`src/rtl/noc_pkg.sv`:
```
// Shared mesh-router definitions: output port codes, flit type codes,
// head-flit field positions, input-port FSM states and flit type helpers.
package noc_pkg;

  localparam logic [2:0] PORT_R  = 3'd0;
  localparam logic [2:0] PORT_L  = 3'd1;
  localparam logic [2:0] PORT_U  = 3'd2;
  localparam logic [2:0] PORT_D  = 3'd3;
  localparam logic [2:0] PORT_EJ = 3'd4;

  localparam logic [1:0] FT_BODY     = 2'b00;
  localparam logic [1:0] FT_HEAD     = 2'b01;
  localparam logic [1:0] FT_TAIL     = 2'b10;
  localparam logic [1:0] FT_HEADTAIL = 2'b11;

  localparam int HDR_DX_LSB = 4;
  localparam int HDR_DY_LSB = 0;

  typedef enum logic [1:0] {
    ST_IDLE       = 2'd0,
    ST_WAIT_GRANT = 2'd1,
    ST_ACTIVE     = 2'd2
  } state_t;

  function automatic logic is_head(input logic [1:0] ft);
    return (ft == FT_HEAD) || (ft == FT_HEADTAIL);
  endfunction

  function automatic logic is_tail(input logic [1:0] ft);
    return (ft == FT_TAIL) || (ft == FT_HEADTAIL);
  endfunction

endpackage

```
`src/rtl/input_port_unit_if.sv`:
```
// Link, allocator and crossbar signals of one router input port.
interface input_port_unit_if #(
  parameter int FLIT_W = 16
);
  logic [FLIT_W-1:0] in_flit;
  logic              in_valid;
  logic              in_ready;
  logic [2:0]        req;
  logic              req_pending;
  logic              grant;
  logic              done;
  logic [FLIT_W-1:0] flit_out;
  logic              flit_out_valid;
  logic              flit_out_ready;
  logic              err;

  modport master (
    output in_flit, in_valid, grant, flit_out_ready,
    input  in_ready, req, req_pending, done, flit_out, flit_out_valid, err
  );

  modport slave (
    input  in_flit, in_valid, grant, flit_out_ready,
    output in_ready, req, req_pending, done, flit_out, flit_out_valid, err
  );
endinterface

```
`src/rtl/flit_fifo.sv`:
```
// Single-clock flit FIFO with synchronous reset; front word reads as zero when empty.
module flit_fifo #(
  parameter int FLIT_W = 16,
  parameter int DEPTH  = 4
) (
  input  logic              clk,
  input  logic              reset,
  input  logic              push,
  input  logic [FLIT_W-1:0] din,
  input  logic              pop,
  output logic [FLIT_W-1:0] dout,
  output logic              full,
  output logic              empty
);
  localparam int PTR_W = $clog2(DEPTH);
  localparam logic [PTR_W-1:0] PTR_ONE  = PTR_W'(1);
  localparam logic [PTR_W:0]   CNT_ONE  = (PTR_W + 1)'(1);
  localparam logic [PTR_W:0]   CNT_FULL = (PTR_W + 1)'(DEPTH);

  logic [FLIT_W-1:0] mem_r [DEPTH];
  logic [PTR_W-1:0]  wr_ptr_r;
  logic [PTR_W-1:0]  rd_ptr_r;
  logic [PTR_W:0]    count_r;
  logic              push_ok_s;
  logic              pop_ok_s;

  // A full FIFO refuses pushes even when a pop frees a slot in the same cycle.
  assign push_ok_s = push & ~full;
  assign pop_ok_s  = pop & ~empty;

  always_ff @(posedge clk) begin
    if (reset) begin
      wr_ptr_r <= '0;
      rd_ptr_r <= '0;
      count_r  <= '0;
    end else begin
      if (push_ok_s) wr_ptr_r <= wr_ptr_r + PTR_ONE;
      if (pop_ok_s)  rd_ptr_r <= rd_ptr_r + PTR_ONE;
      case ({push_ok_s, pop_ok_s})
        2'b10:   count_r <= count_r + CNT_ONE;
        2'b01:   count_r <= count_r - CNT_ONE;
        default: count_r <= count_r;
      endcase
    end
  end

  always_ff @(posedge clk) begin
    if (push_ok_s) mem_r[wr_ptr_r] <= din;
  end

  assign full  = (count_r == CNT_FULL);
  assign empty = (count_r == '0);
  assign dout  = empty ? '0 : mem_r[rd_ptr_r];
endmodule

```
`src/rtl/input_port_unit.sv`:
```
// Mesh router input port: buffers flits, XY-routes each head flit, requests an
// output from the allocator and streams the granted packet to the crossbar.
module input_port_unit
  import noc_pkg::*;
#(
  parameter int FLIT_W  = 16,
  parameter int DEPTH   = 4,
  parameter int COORD_W = 4,
  parameter int CUR_X   = 0,
  parameter int CUR_Y   = 0
) (
  input logic               clk,
  input logic               reset,
  input_port_unit_if.slave  bus
);
  localparam logic [COORD_W-1:0] CX = COORD_W'(CUR_X);
  localparam logic [COORD_W-1:0] CY = COORD_W'(CUR_Y);

  state_t             state_r;
  state_t             state_next_s;
  logic [FLIT_W-1:0]  front_s;
  logic [1:0]         front_type_s;
  logic [COORD_W-1:0] dx_s;
  logic [COORD_W-1:0] dy_s;
  logic [2:0]         route_s;
  logic               full_s;
  logic               empty_s;
  logic               push_s;
  logic               pop_s;
  logic               out_valid_s;
  logic               pending_s;
  logic               discard_s;
  logic [2:0]         req_r;
  logic               done_r;
  logic               err_r;

  assign push_s       = bus.in_valid & ~full_s;
  assign front_type_s = front_s[FLIT_W-1 -: 2];
  assign dx_s         = front_s[HDR_DX_LSB +: COORD_W];
  assign dy_s         = front_s[HDR_DY_LSB +: COORD_W];
  assign discard_s    = (state_r == ST_IDLE) & ~empty_s &
                        ((front_type_s == FT_BODY) || (front_type_s == FT_TAIL));

  flit_fifo #(.FLIT_W(FLIT_W), .DEPTH(DEPTH)) u_fifo (
    .clk   (clk),
    .reset (reset),
    .push  (push_s),
    .din   (bus.in_flit),
    .pop   (pop_s),
    .dout  (front_s),
    .full  (full_s),
    .empty (empty_s)
  );

  // X first, then Y; equal coordinates eject locally.
  always_comb begin
    if (dx_s > CX)      route_s = PORT_R;
    else if (dx_s < CX) route_s = PORT_L;
    else if (dy_s > CY) route_s = PORT_U;
    else if (dy_s < CY) route_s = PORT_D;
    else                route_s = PORT_EJ;
  end

  always_ff @(posedge clk) begin
    if (reset) state_r <= ST_IDLE;
    else       state_r <= state_next_s;
  end

  always_comb begin
    state_next_s = state_r;
    case (state_r)
      ST_IDLE: begin
        if (!empty_s && is_head(front_type_s)) state_next_s = ST_WAIT_GRANT;
        else                                    state_next_s = ST_IDLE;
      end
      ST_WAIT_GRANT: begin
        if (bus.grant) state_next_s = ST_ACTIVE;
        else           state_next_s = ST_WAIT_GRANT;
      end
      ST_ACTIVE: begin
        if (pop_s && is_tail(front_type_s)) state_next_s = ST_IDLE;
        else                                state_next_s = ST_ACTIVE;
      end
      default: state_next_s = ST_IDLE;
    endcase
  end

  always_comb begin
    out_valid_s = 1'b0;
    pending_s   = 1'b0;
    pop_s       = 1'b0;
    case (state_r)
      ST_IDLE:       pop_s = discard_s;
      ST_WAIT_GRANT: pending_s = 1'b1;
      ST_ACTIVE: begin
        out_valid_s = ~empty_s & bus.grant;
        pop_s       = out_valid_s & bus.flit_out_ready;
      end
      default: begin
        out_valid_s = 1'b0;
        pending_s   = 1'b0;
        pop_s       = 1'b0;
      end
    endcase
  end

  // req is captured once per packet and held until the next head is routed.
  always_ff @(posedge clk) begin
    if (reset) begin
      req_r  <= 3'd0;
      done_r <= 1'b0;
      err_r  <= 1'b0;
    end else begin
      if ((state_r == ST_IDLE) && !empty_s && is_head(front_type_s)) req_r <= route_s;
      done_r <= (state_r == ST_ACTIVE) & pop_s & is_tail(front_type_s);
      if (discard_s) err_r <= 1'b1;
    end
  end

  assign bus.in_ready       = ~full_s;
  assign bus.req            = req_r;
  assign bus.req_pending    = pending_s;
  assign bus.done           = done_r;
  assign bus.flit_out       = front_s;
  assign bus.flit_out_valid = out_valid_s;
  assign bus.err            = err_r;
endmodule

```
`src/flat_wrapper.sv`:
```
// flat-port wrapper written by rule: the top's interface ports become plain ports
module input_port_unit_flat import noc_pkg::*;
#(
  parameter int FLIT_W  = 16,
  parameter int DEPTH   = 4,
  parameter int COORD_W = 4,
  parameter int CUR_X   = 0,
  parameter int CUR_Y   = 0
)
  (clk, reset, bus_in_flit, bus_in_valid, bus_grant, bus_flit_out_ready, bus_in_ready, bus_req, bus_req_pending, bus_done, bus_flit_out, bus_flit_out_valid, bus_err);
  input_port_unit_if #(.FLIT_W(FLIT_W)) bus_i ();
  input logic clk;
  input logic reset;
  input wire logic [$bits(bus_i.in_flit)-1:0] bus_in_flit;
  input wire logic [$bits(bus_i.in_valid)-1:0] bus_in_valid;
  input wire logic [$bits(bus_i.grant)-1:0] bus_grant;
  input wire logic [$bits(bus_i.flit_out_ready)-1:0] bus_flit_out_ready;
  output wire logic [$bits(bus_i.in_ready)-1:0] bus_in_ready;
  output wire logic [$bits(bus_i.req)-1:0] bus_req;
  output wire logic [$bits(bus_i.req_pending)-1:0] bus_req_pending;
  output wire logic [$bits(bus_i.done)-1:0] bus_done;
  output wire logic [$bits(bus_i.flit_out)-1:0] bus_flit_out;
  output wire logic [$bits(bus_i.flit_out_valid)-1:0] bus_flit_out_valid;
  output wire logic [$bits(bus_i.err)-1:0] bus_err;
  assign bus_i.in_flit = bus_in_flit;
  assign bus_i.in_valid = bus_in_valid;
  assign bus_i.grant = bus_grant;
  assign bus_i.flit_out_ready = bus_flit_out_ready;
  assign bus_in_ready = bus_i.in_ready;
  assign bus_req = bus_i.req;
  assign bus_req_pending = bus_i.req_pending;
  assign bus_done = bus_i.done;
  assign bus_flit_out = bus_i.flit_out;
  assign bus_flit_out_valid = bus_i.flit_out_valid;
  assign bus_err = bus_i.err;
  input_port_unit #(.FLIT_W(FLIT_W), .DEPTH(DEPTH), .COORD_W(COORD_W), .CUR_X(CUR_X), .CUR_Y(CUR_Y)) u_core (.clk(clk), .reset(reset), .bus(bus_i));
endmodule
```
`config.mk`:
```
export PLATFORM = sky130hd
export DESIGN_NAME = input_port_unit_flat
export DESIGN_NICKNAME = d
export VERILOG_FILES = /design/src/rtl/noc_pkg.sv /design/src/rtl/input_port_unit_if.sv /design/src/rtl/flit_fifo.sv /design/src/rtl/input_port_unit.sv /design/src/flat_wrapper.sv
export SDC_FILE = /design/constraint.sdc
export NUM_CORES = 1
export LEC_CHECK = 0
export ABC_AREA = 1
export BUFFER_PORTS_ARGS = -buffer_cell sky130_fd_sc_hd__buf_2
export CORE_MARGIN = 5
export CORE_UTILIZATION = 35
export DETAILED_ROUTE_END_ITERATION = 16
export SLEW_MARGIN = 20
export SYNTH_ARGS = -nofsm -noshare
export SYNTH_HDL_FRONTEND = slang
export SYNTH_SLANG_ARGS = --single-unit
```
`constraint.sdc`:
```
create_clock -name clk -period 5.32 [get_ports clk]
set_clock_uncertainty 0.15 [all_clocks]
set_input_delay 0.266 -clock clk [delete_from_list [all_inputs] [get_ports clk]]
set_output_delay 0.266 -clock clk [all_outputs]
set_load 0.005 [all_outputs]
```
* Yosys cells after proc, flatten, opt, wreduce, memory -nomap -nowiden *
Memories as Yosys holds them, arrays and structs flattened. A register that Yosys moved wholly into a read port is not among the register bits.
Index checks and enable logic that the tools add are counted.

storage, ports and cells
  bits in registers = 14
  memory bits (writable) = 64
  input port bits = 21
  output and inout bits = 24
  word-level logic and storage cells = 64
  memories = 1

operators by class
  $add $sub $neg = 4
  magnitude comparators = 4
  eq/ne operators = 8
  multiplexer cells = 17
  bitwise logic cells = 11
  reductions and logical operators = 12

memory list
  memory               depth  width  read ports  clocked after Yosys merged registers in  write ports  line             source
  u_core.u_fifo.mem_r  4      16     1           1                                        1            flit_fifo.sv:20  logic [FLIT_W-1:0] mem_r [DEPTH];

operators by type and width
  cell                 number
  $mux 16              1
  $mux 3               4
  $and 1x1->1          9
  $eq 2x2->1 const B   4
  $gt 4x1->1 const B   2
  $lt 4x1->1 const B   2
  $mux 2               4
  $eq 2x1->1 const B   3
  $pmux 2 s3           1
  $pmux 3 s2           1
  $mux 1               5
  $add 2x1->2 const B  2
  $logic_and 1x1->1    4
  $logic_not 2->1      2
  $add 3x1->3 const B  1
  $eq 3x3->1 const B   1
  $logic_not 3->1      1
  $logic_or 1x1->1     3
  $sub 3x1->3 const B  1
  $not 1->1            2
  $pmux 1 s2           1
  $reduce_bool 2->1    1
  $logic_not 1->1      1

* Depth between registers and ports, before layout *
  depth after elaboration = 9
  mapped depth = 13
  gate-level depth less buffers = 13

* By module *
Synthesis repeated with hierarchy kept, for this count alone.

unflattened totals
  cell total of the unflattened synthesis = 306
  area total of the unflattened synthesis = 3325.7 um2

by module, submodules not included
  module           times used  cells each  area an instance (um2)  sequential area each (um2)
  flit_fifo        1           259         3012.9                  2102.0
  input_port_unit  1           47          312.8                   120.1

* Least setup slack after synthesis *
OpenSTA, ideal clock, no wires.

  path type = reg-to-reg
  from = register (tool-made name)
  to = register u_core.u_fifo.count_r[2]
  library setup time = 58 ps
  arrival time = 1951 ps
  required time = 5112 ps
  path slack = 3162 ps
  cell stages (with the launch flop) = 14
  buffers on the path = 1
  clock period less this slack = 2158 ps
  cells stage by stage = dfxtp_1 > buf_2 > inv_2 > nand3_1 > nand2_1 > nand3_1 > o21ai_2 > ha_1 > inv_1 > fa_1 > a21oi_1 > o21ai_0 > a21oi_1 > o21a_1

RTL lines
  item                    line             source
  end signal: assignment  flit_fifo.sv:40  2'b10: count_r <= count_r + CNT_ONE;
  end signal: assignment  flit_fifo.sv:41  2'b01: count_r <= count_r - CNT_ONE;
  end signal: assignment  flit_fifo.sv:42  default: count_r <= count_r;
  end: declaration        flit_fifo.sv:23  logic [PTR_W:0] count_r;

==> qor.txt <==
Outcome: finished clean
Compound-gate portion of the synthesized area: 0.0659
Leak pwr: 1.74 nW
1st-pass router iterations: 4
Largest net degree at the start of global routing: 34
Post-synth ARST share: 0
Final WL: 6.79 mm
Multiplexer area fraction after synthesis: 0
Initial drt markers: 139
Max-slew headroom: 0.366
Port Buf Inserts: 43
Die Area: 11,700 um2
Total power: 1.91 mW
Setup TNS: 0 ns
Fin. Hold Viols: 0
# H-tree levels: 3
Share of post-route cells with drive strength above 1: 0.189
Setup-failing EPs final: 0
Synth top cells by count: 73 x nand2_1, 64 x edfxtp_1, 41 x inv_1, 40 x nor2_1, 18 x nand3_1
Antenna viol nets, final: 0
RSZ-0062 raised after global routing: false
Post-synth net total: 352
Vias per cell: 4.46
CP Cell Sequence: buf_4 > inv_2 > nand2_1 > nand3_1 > nand2_1 > nand3_1 > o21ai_2 > ha_1 > inv_1 > fa_1 > a21oi_1 > o21ai_0 > a21oi_1 > o21a_1
Post-Syn Instances: 325
Initial antenna violation count: 0
XOR/XNOR Fraction of Synth Area: 0.00261
Clk_lat worst skew: 0.34 ns
Number of gates resized after CTS: 0
DP Wirelength: 4.53 mm
Hold path depth: 3
FF-to-FF path depth: 14
Pwr dens: 467 nW/um2
Final #Nets: 413
VDD IR max: 0.186 mV
Synth top area cells: edfxtp_1 57%, dfxtp_1 8.9%, nand2_1 8.2%, inv_1 4.6%, nor2_1 4.5%
Effective utilization at floorplan: 0.362
P&R area growth vs syn: 21.9%
Slew @ Worst Pin: 0.950 ns
EDFF count, synth: 64
Simple-Gate Fraction of Synth Area: 0.170
Max Clk Rate: 350 MHz
CP max stage delay: 0.38 ns
Chip Width: 108 um
Fin. max-slew vios: 0
Vias: 2,318
Clk sinks: 79
First-pass GRT wire length: 10.5 mm
Hold Crit Class: primary input to flop
Maxcap violations: 0
CTS clk-pin slew, worst paths: 0.08 ns
Crit end category: flop
Period Utilization, post-route: 0.537
Slowest-stage cell, CP: fa_1
CTS buffer count: 9
Tmin final: 2.86 ns
Row count: 35
Syn avg cell area: 10.3 um2
YS warnings: 0
Yosys reg bits: 79
# fillers: 914
Die extent in y: 108 um
Clock Path Buffers: 2
CTS root buffer: clkbuf_8
Top-count cell post-synth: nand2_1
Core area: 9280 um2
Post-Syn Area: 3360 um2
CTS tree: built
Number of global-route vias before repair: 2,217
Core Util, Final: 0.441
Post-synthesis adder-cell area fraction: 0.0246
Seq/Total Area, Yosys: 0.662
Crit path max fanout: 33
Top_reg_cell synth: edfxtp_1
Synth area leader: edfxtp_1
Synth cell types: 28
Grt ovf: 0
Largest family of logic cells by synthesized area: simple AND/OR/NAND/NOR gates
Placer Congestion: 0.751
Residual DRC: 0
I/O pin total: 45
Arrival time worst endpoint: 3.00 ns
Antenna diodes: 0
WS Path Type: flop to flop
Wire per inst: 13.1 um
Startpoint Class: flop
Synth top area share: 0.572
All-Layer GR Usage: 0.119
Critical Path RT: 5.46 ns
-- report_power, final --
part	switching (mW)	internal [mW]	total, mW
sequential	0.0375	0.754	0.791
clock	0.213	0.302	0.515
combinational	0.393	0.213	0.606
total	0.643	1.27	1.91
-- flip-flops by register name, indices dropped and copies added, names as in the netlist, named ones only --
| name | cells |
|---|---|
| u_core.bus.done | 1 |
| u_core.bus.err | 1 |
| u_core.bus.req | 2 |
| u_core.state_r | 2 |
| u_core.u_fifo.count_r | 3 |
| u_core.u_fifo.mem_r | 64 |
| u_core.u_fifo.rd_ptr_r | 2 |
| u_core.u_fifo.wr_ptr_r | 2 |
-- timing repair --
action | 4_1_cts | 5_1_grt
hold buffers | 16 | 0
endpoints found under the hold margin | 64 | 0
buffers inserted | 0 | 0
-- placed cells by master, fill, tap and decap left out, types with 2 or more instances in the layout --
| cell | instances |
|---|---|
| a211oi_1 | 2 |
| a21oi_1 | 16 |
| buf_2 | 43 |
| buf_4 | 3 |
| clkbuf_16 | 3 |
| clkbuf_8 | 9 |
| dfxtp_1 | 15 |
| dlygate4sd3_1 | 16 |
| edfxtp_1 | 64 |
| ha_1 | 5 |
| inv_1 | 41 |
| inv_2 | 6 |
| nand2_1 | 73 |
| nand3_1 | 18 |
| nor2_1 | 38 |
| nor2_2 | 3 |
| nor3_1 | 2 |
| nor3b_2 | 2 |
| o21ai_0 | 7 |
| o21ai_1 | 12 |
-- metrics by stage --
step                      hold WS, ns  cell area (um2)  cells  setup WS (ns)
after floorplan                 0.194             3360    325           3.16
after global placement          0.302             3690    488           2.55
after detailed placement        0.307             3690    488           2.47
after CTS                      0.0138             4100    520           2.46
after global routing           0.0280             4100    520           2.13
final                          0.0363             4100    520           2.46
-- cell type report --
type	instances	area, um2	area share
flip-flops and latches	79	2220	0.543
well taps	129	161	0.0394
clock buffers	13	203	0.0495
multi-input cells	187	893	0.218
repair buffers	62	398	0.0972
clock inverters	3	41.3	0.0101
inverters	47	176	0.0431
-- final timing paths --
check,startpoint,to,slack [ns]
worst max register to register,flop,u_core.u_fifo.count_r[2],2.46
worst min-delay path,bus_grant,u_core.state_r[1],0.04
worst max-delay path,flop,u_core.u_fifo.count_r[2],2.46
worst min register to register,u_core.bus.err,u_core.bus.err,0.32
-- layer usage --
layer / wire [um] / GRT usage
met5: 0 / 0
met4: 112 / 0.0586
met3: 270 / 0.0340
met2: 3310 / 0.192
met1: 3100 / 0.147
-- critical path, delay by kind of cell (launching register included) --
family	cells	cell delay, ns
AO/OA/AOI/OAI	5	0.65
flip-flops	1	0.31
AND/OR/NAND/NOR	4	0.46
buffers and inverters	3	0.67
adder cells (fa/ha/maj)	2	0.56
-- logic make-up after synthesis --
| logic type | after synthesis |
|---|---|
| AOI/OAI and AO/OA | 41 |
| xor gates and xnor gates | 1 |
| adders and majority gates | 6 |
| buffers and inverters | 59 |
| DFF | 79 |
| other | 1 |
| and+or+nand+nor | 138 |
Note: power is estimated with default switching activity, not from simulation.
